===== src/rtl/fetch_pkg.sv =====
// Shared types and constants for the instruction fetch stage.
//   XLEN_DEFAULT     : address/data width the fetch entry payload is built for
//   RESET_PC_DEFAULT : PC loaded on reset
//   J_*              : jump-type encodings driven by the control unit
//   fetch_state_t    : request/response tracking state
//   fetch_entry_t    : one buffered instruction with its PC
package fetch_pkg;

    localparam int unsigned     XLEN_DEFAULT     = 32;
    localparam logic [31:0]     RESET_PC_DEFAULT = 32'h0000_0000;

    localparam logic [1:0] J_NONE = 2'b00;
    localparam logic [1:0] J_JAL  = 2'b01;
    localparam logic [1:0] J_JALR = 2'b10;

    typedef enum logic [1:0] {
        IDLE    = 2'd0,
        WAIT    = 2'd1,
        DISCARD = 2'd2
    } fetch_state_t;

    typedef struct packed {
        logic [XLEN_DEFAULT-1:0] pc;
        logic [XLEN_DEFAULT-1:0] instr;
    } fetch_entry_t;

endpackage


===== src/rtl/fetch_fifo.sv =====
// Synchronous instruction buffer of fetch_entry_t.
//   clk, rst   : clock, synchronous active-high reset
//   flush      : drop all entries (takes priority over push/pop)
//   push/push_data : write one entry; accepted when not full or when popping
//   pop        : remove the head entry; ignored when empty
//   head_c     : current head entry (combinational read of registered storage)
//   count      : number of valid entries
module fetch_fifo
    import fetch_pkg::*;
#(
    parameter int unsigned DEPTH = 2
) (
    input  logic                          clk,
    input  logic                          rst,
    input  logic                          flush,
    input  logic                          push,
    input  fetch_entry_t                  push_data,
    input  logic                          pop,
    output fetch_entry_t                  head_c,
    output logic [$clog2(DEPTH+1)-1:0]    count
);

    localparam int unsigned PTR_W = (DEPTH > 1) ? $clog2(DEPTH) : 1;
    localparam int unsigned CNT_W = $clog2(DEPTH + 1);

    fetch_entry_t     mem_q [DEPTH];
    fetch_entry_t     mem_d [DEPTH];
    logic [PTR_W-1:0] wr_ptr_q, wr_ptr_d;
    logic [PTR_W-1:0] rd_ptr_q, rd_ptr_d;
    logic [CNT_W-1:0] count_q, count_d;
    logic             do_push, do_pop;

    // Pointers wrap naturally because DEPTH is a power of two.
    always_comb begin
        mem_d    = mem_q;
        wr_ptr_d = wr_ptr_q;
        rd_ptr_d = rd_ptr_q;
        count_d  = count_q;
        do_pop   = pop && (count_q != '0);
        do_push  = push && ((count_q != CNT_W'(DEPTH)) || do_pop);
        if (flush) begin
            wr_ptr_d = '0;
            rd_ptr_d = '0;
            count_d  = '0;
        end else begin
            if (do_push) begin
                mem_d[wr_ptr_q] = push_data;
                wr_ptr_d        = wr_ptr_q + PTR_W'(1);
            end
            if (do_pop) begin
                rd_ptr_d = rd_ptr_q + PTR_W'(1);
            end
            count_d = count_q + CNT_W'(do_push) - CNT_W'(do_pop);
        end
    end

    always_ff @(posedge clk) begin
        if (rst) begin
            mem_q    <= '{default: '0};
            wr_ptr_q <= '0;
            rd_ptr_q <= '0;
            count_q  <= '0;
        end else begin
            mem_q    <= mem_d;
            wr_ptr_q <= wr_ptr_d;
            rd_ptr_q <= rd_ptr_d;
            count_q  <= count_d;
        end
    end

    assign head_c = mem_q[rd_ptr_q];
    assign count  = count_q;

endmodule


===== src/rtl/fetch_unit.sv =====
// Instruction fetch stage: owns the PC, issues one outstanding word request
// to instruction memory, buffers responses and hands them to decode with
// their PC. Taken branches, JAL and JALR redirect the PC and flush wrong-path
// work.
//   clk, rst                      : clock, synchronous active-high reset
//   ex_valid, PCSrc, J            : redirect qualifiers from control
//   TargetAddr, JalrTarget        : branch/JAL and JALR targets
//   imem_req_*                    : request channel (valid/ready, word address)
//   imem_rsp_*                    : response channel (always accepted)
//   instr_valid/ready, instr, instr_pc : decode-side handoff
// XLEN must match the width of fetch_entry_t in fetch_pkg.
module fetch_unit
    import fetch_pkg::*;
#(
    parameter int unsigned     XLEN       = XLEN_DEFAULT,
    parameter logic [XLEN-1:0] RESET_PC   = RESET_PC_DEFAULT,
    parameter int unsigned     FIFO_DEPTH = 2
) (
    input  logic            clk,
    input  logic            rst,
    input  logic            ex_valid,
    input  logic            PCSrc,
    input  logic [1:0]      J,
    input  logic [XLEN-1:0] TargetAddr,
    input  logic [XLEN-1:0] JalrTarget,
    output logic            imem_req_valid,
    input  logic            imem_req_ready,
    output logic [XLEN-1:0] imem_req_addr,
    input  logic            imem_rsp_valid,
    input  logic [XLEN-1:0] imem_rsp_data,
    output logic            instr_valid,
    input  logic            instr_ready,
    output logic [XLEN-1:0] instr,
    output logic [XLEN-1:0] instr_pc
);

    localparam int unsigned CNT_W = $clog2(FIFO_DEPTH + 1);

    fetch_state_t    state_q, state_d;
    logic [XLEN-1:0] pc_q, pc_d;
    logic [XLEN-1:0] req_pc_q, req_pc_d;

    logic            redirect_c;
    logic [XLEN-1:0] target_c;
    logic            req_fire_c;
    logic            push_c;
    fetch_entry_t    push_data_c;
    fetch_entry_t    head_c;
    logic [CNT_W-1:0] fifo_count;

    // Redirect decode; JALR targets have bit 0 cleared.
    always_comb begin
        redirect_c = ex_valid && (PCSrc || (J == J_JAL) || (J == J_JALR));
        target_c   = (J == J_JALR) ? (JalrTarget & ~XLEN'(1)) : TargetAddr;
    end

    // Request only with no outstanding fetch and a free slot for its response;
    // a redirect withdraws any unaccepted request.
    assign imem_req_valid = !rst && (state_q == IDLE) && !redirect_c &&
                            (fifo_count < CNT_W'(FIFO_DEPTH));
    assign imem_req_addr  = pc_q;
    assign req_fire_c     = imem_req_valid && imem_req_ready;

    // Next-state, PC and buffer-push logic.
    always_comb begin
        state_d           = state_q;
        pc_d              = pc_q;
        req_pc_d          = req_pc_q;
        push_c            = 1'b0;
        push_data_c.pc    = req_pc_q;
        push_data_c.instr = imem_rsp_data;
        if (redirect_c) begin
            pc_d = target_c;
        end
        unique case (state_q)
            IDLE: begin
                if (req_fire_c) begin
                    req_pc_d = pc_q;
                    pc_d     = pc_q + XLEN'(4);
                    state_d  = WAIT;
                end
            end
            WAIT: begin
                if (imem_rsp_valid) begin
                    push_c  = !redirect_c;
                    state_d = IDLE;
                end else if (redirect_c) begin
                    state_d = DISCARD;
                end
            end
            DISCARD: begin
                // Leave only when the stale response has been absorbed.
                if (imem_rsp_valid) begin
                    state_d = IDLE;
                end
            end
            default: state_d = IDLE;
        endcase
    end

    always_ff @(posedge clk) begin
        if (rst) begin
            state_q  <= IDLE;
            pc_q     <= RESET_PC;
            req_pc_q <= '0;
        end else begin
            state_q  <= state_d;
            pc_q     <= pc_d;
            req_pc_q <= req_pc_d;
        end
    end

    fetch_fifo #(
        .DEPTH (FIFO_DEPTH)
    ) u_fifo (
        .clk       (clk),
        .rst       (rst),
        .flush     (redirect_c),
        .push      (push_c),
        .push_data (push_data_c),
        .pop       (instr_valid && instr_ready),
        .head_c    (head_c),
        .count     (fifo_count)
    );

    assign instr_valid = (fifo_count != '0);
    assign instr       = head_c.instr;
    assign instr_pc    = head_c.pc;

endmodule


===== config.mk =====
export PLATFORM = sky130hd
export DESIGN_NAME = fetch_unit
export DESIGN_NICKNAME = d
export VERILOG_FILES = /design/src/rtl/fetch_pkg.sv /design/src/rtl/fetch_fifo.sv /design/src/rtl/fetch_unit.sv
export SDC_FILE = /design/constraint.sdc
export NUM_CORES = 1
export LEC_CHECK = 0
export CAP_MARGIN = 20
export CORE_MARGIN = 1.5
export CORE_UTILIZATION = 50
export CTS_CLUSTER_DIAMETER = 100
export DETAILED_ROUTE_END_ITERATION = 7
export GPL_ROUTABILITY_DRIVEN = 0
export PLACE_DENSITY = 0.85
export SLEW_MARGIN = 30
export SYNTH_ARGS = -nofsm -noshare
export SYNTH_HDL_FRONTEND = slang
export SYNTH_SLANG_ARGS = --single-unit

===== constraint.sdc =====
create_clock -name clk -period 3.99 [get_ports clk]
set_input_delay 0.399 -clock clk [delete_from_list [all_inputs] [get_ports clk]]
set_output_delay 0.399 -clock clk [all_outputs]
set_load 0.05 [all_outputs]

==> flow_summary.ini <==
[logic_synthesis]
synth.top_cells.by_area = dfxtp_1, nand2_1, a21oi_1, mux2_2, xor2_1
yosysTopAreaCell = dfxtp_1
netlist_area_um2 = 8811
synth-edff-count = 0
syn-instance-count = 1083
syn_avg_cell_area_um2 = 8.136
synth_cell_types = 42
synth_top_area_share = 0.4499
synth-seq-area-share = 0.4499
synth-seq-cells = 198
ys_async_sr_fraction = 0
yosys_most_used_dff = dfxtp_1
syn-num-nets = 1191
yosys_warnings = 0

[sta]
period_needed_ns = 2.875
fmax_mhz = 347.9
skew_ns = 0.01512
rsz0062_at_grt = no
finalHoldViolCount = 0
setup_tns_ns = 0
worstMarginPinSlew_ns = 0.7506
min_period_over_period = 0.7204
setup_viol = 0
slew_viol_final = 0
relSlewSlack = 0.4996

[finish]
area_growth_pct = 29.98
layout.cells.most_common = nand2_1
final_nets = 1346
final_cell_mix = nand2_1, clkdlybuf4s50_1, dfxtp_1, a21oi_1, mux2_2
drive_gt1_frac = 0.1128
n_antenna_cell = 0

[routing]
drc = 0
routed.top_layer = met4
wl_met2_um = 10740
dr_wl_met3_um = 1690
vias_per_cell = 5.340
drt-met1-wl_um = 9874
route.final.wire_length_um = 22690
firstDrtPassIters = 5
drt-initial-drc-count = 483
postRouteAntennaNets = 0
via_count = 7877
drt-wirelength-per-cell_um = 15.38

[die]
die_y_um = 135.7
rows = 48
initial_core_util = 0.5112
core-area_um2 = 17240
dieWidth_um = 135.7
dieArea_um2 = 18430
io_pins = 203

[worst_setup_path]
crit_cells = 3
cp_slowest_cell = clkdlybuf4s50_1
cp-end-kind = output pin
crit_fanout = 53
reg2reg_from = u_fifo.count[1]$_SDFF_PP0_
crit_path_max_incr_delay_ns = 0.75
r2r_slack_ns = 1.51
crit_path_cell_trace = buf_12 -> mux2_2 -> clkdlybuf4s50_1
path_buf_inv = 2
critPathArrivalTime_ns = 2.48
startpoint_type = flop
cp.required_ns = 3.59
cp-endpoint = instr_pc[14]
path_class = flop to output pin
startpoint = u_fifo.rd_ptr_q$_SDFFE_PP0P_
r2r_cells = 6
r2r-end = u_fifo.mem_q[120]$_SDFFE_PP0P_
crit_family = buffers and inverters

[clock_tree]
holdBufCountCts = 0
cts_resized = 0
clkSlewWorstSetupHoldPaths_ns = 0.07
cts.sinks = 198
cts_tree = yes
insertion_delay_ns = 0.44
postCtsSetupBuffers = 0
cts_made_buffers = 17
clockBufferDepth = 2
cts_max_level = 4
root_buffer = clkbuf_16

[pwr]
sw_frac_of_total = 0.2498
p_sw_mw = 1.113
leakagePower_nw = 4.032
p_int_mw = 3.342
ir_drop_mv = 0.2746
p_comb_frac = 0.117
cellPowerDensity_nw_per_um2 = 389.0
power_mw = 4.455
p_seq_frac = 0.467
power_frac_clock = 0.416

[grt]
antenna_found_initial = 0
grt_pass1_vias = 7305
grt_pass1_wl_um = 36110
grt_start_max_net_pins = 69
overflow = 0
grt_util_all_layers = 0.2474

[run]
drv_cap = 0

[placed_design]
io_buffers = 201
post-dp-hpwl_um = 14840

[min_path]
min_path_type = input pin to flop

[outcome]
status = completed
==> routing by layer <==
layer | vias to the layer above | global-route usage
met5 | - | 0
met4 | 0 | 0.08483
met3 | 32 | 0.06846
met2 | 277 | 0.4005
met1 | 3652 | 0.3169
li1 | 3916 | -
==> worst min-delay path by stage <==
stage / from / to / slack [ns] / cells after the start
floorplan: u_fifo.mem_q[0]$_SDFFE_PP0P_ / u_fifo.mem_q[0]$_SDFFE_PP0P_ / 0.43 / 2
global placement: u_fifo.mem_q[4]$_SDFFE_PP0P_ / u_fifo.mem_q[4]$_SDFFE_PP0P_ / 0.44 / 2
detailed placement: u_fifo.mem_q[98]$_SDFFE_PP0P_ / u_fifo.mem_q[98]$_SDFFE_PP0P_ / 0.44 / 2
CTS: rst / u_fifo.mem_q[82]$_SDFFE_PP0P_ / 0.39 / 2
global route: rst / u_fifo.mem_q[48]$_SDFFE_PP0P_ / 0.41 / 2
finish: rst / req_pc_q[12]$_SDFFE_PP0P_ / 0.40 / 2
==> worst reg2reg max path, stage by stage, from the launching register on <==
cell,delay (ns)
dfxtp_1,0.34
inv_1,0.09
o311ai_1,0.61
or3_2,0.51
buf_4,0.53
nand2_1,0.15
a21oi_1,0.18
==> state kept, by name, indices dropped and copies added (netlist names) <==
| register | flops |
|---|---|
| u_fifo.rd_ptr_q | 1 |
| u_fifo.mem_q | 128 |
| state_q | 2 |
| req_pc_q | 32 |
| u_fifo.wr_ptr_q | 1 |
| imem_req_addr | 32 |
| u_fifo.count | 2 |
==> synthesized netlist by cell type, drive strengths merged (2+ instances only) <==
master / number
nor3: 8
nand3: 13
or3: 2
nor2b: 3
ha: 3
clkbuf: 49
nor4: 4
nand2b: 3
nand4: 16
dfxtp: 198
and3: 25
a21oi: 165
and2: 4
mux2: 64
xnor2: 10
inv: 9
o21a: 2
xor2: 24
a311o: 2
a211oi: 22
buf: 28
nor2: 22
nand2: 394
a311oi: 6
==> metrics by stage <==
| stage | hold WS (ns) | cells | instance area [µm²] | worst slack, ns | util |
|---|---|---|---|---|---|
| after floorplan | 0.4329 | 1083 | 8811 | 1.907 | - |
| after global placement | 0.4381 | 1444 | 10810 | 1.161 | 0.6270 |
| after detailed placement | 0.4445 | 1444 | 10810 | 1.135 | 0.6274 |
| after CTS | 0.3887 | 1475 | 11450 | 1.100 | 0.6644 |
| after global routing | 0.4055 | 1475 | 11450 | 1.047 | 0.6644 |
| final | 0.3990 | 1475 | 11450 | 1.115 | 0.6644 |
==> power groups by stage <==
stage	Combinational (mW)	Sequential, mW	Clock, mW
5_1_grt	0.558	2.08	1.95
6_report	0.523	2.08	1.85
4_1_cts	0.524	2.08	1.88
3_5_place_dp	0.521	2.12	0
2_1_floorplan	0.210	2.20	0
3_3_place_gp	0.516	2.12	0
==> cell type report <==
cell class,instances,area (µm²)
inverter,9,33.78
clock buffer,21,470.5
sequential,198,3965
fill,1425,5784
tap,225,281.5
multi-input combinational,799,4408
timing repair buffer,213,2126
clock inverter,10,167.7
==> cells by family (layout without fill, tap and decap cells) <==
family,after synthesis,after routing,synth area share
AOI/OAI and AO/OA,201,201,0.1338
xor gates and xnor gates,34,34,0.03380
adders and majority gates,3,3,0.004261
buffers and inverters,86,253,0.05183
DFF,198,198,0.4499
muxes,64,64,0.08179
and+or+nand+nor,497,497,0.2447
No activity file was read; power rests on OpenSTA's default activity.
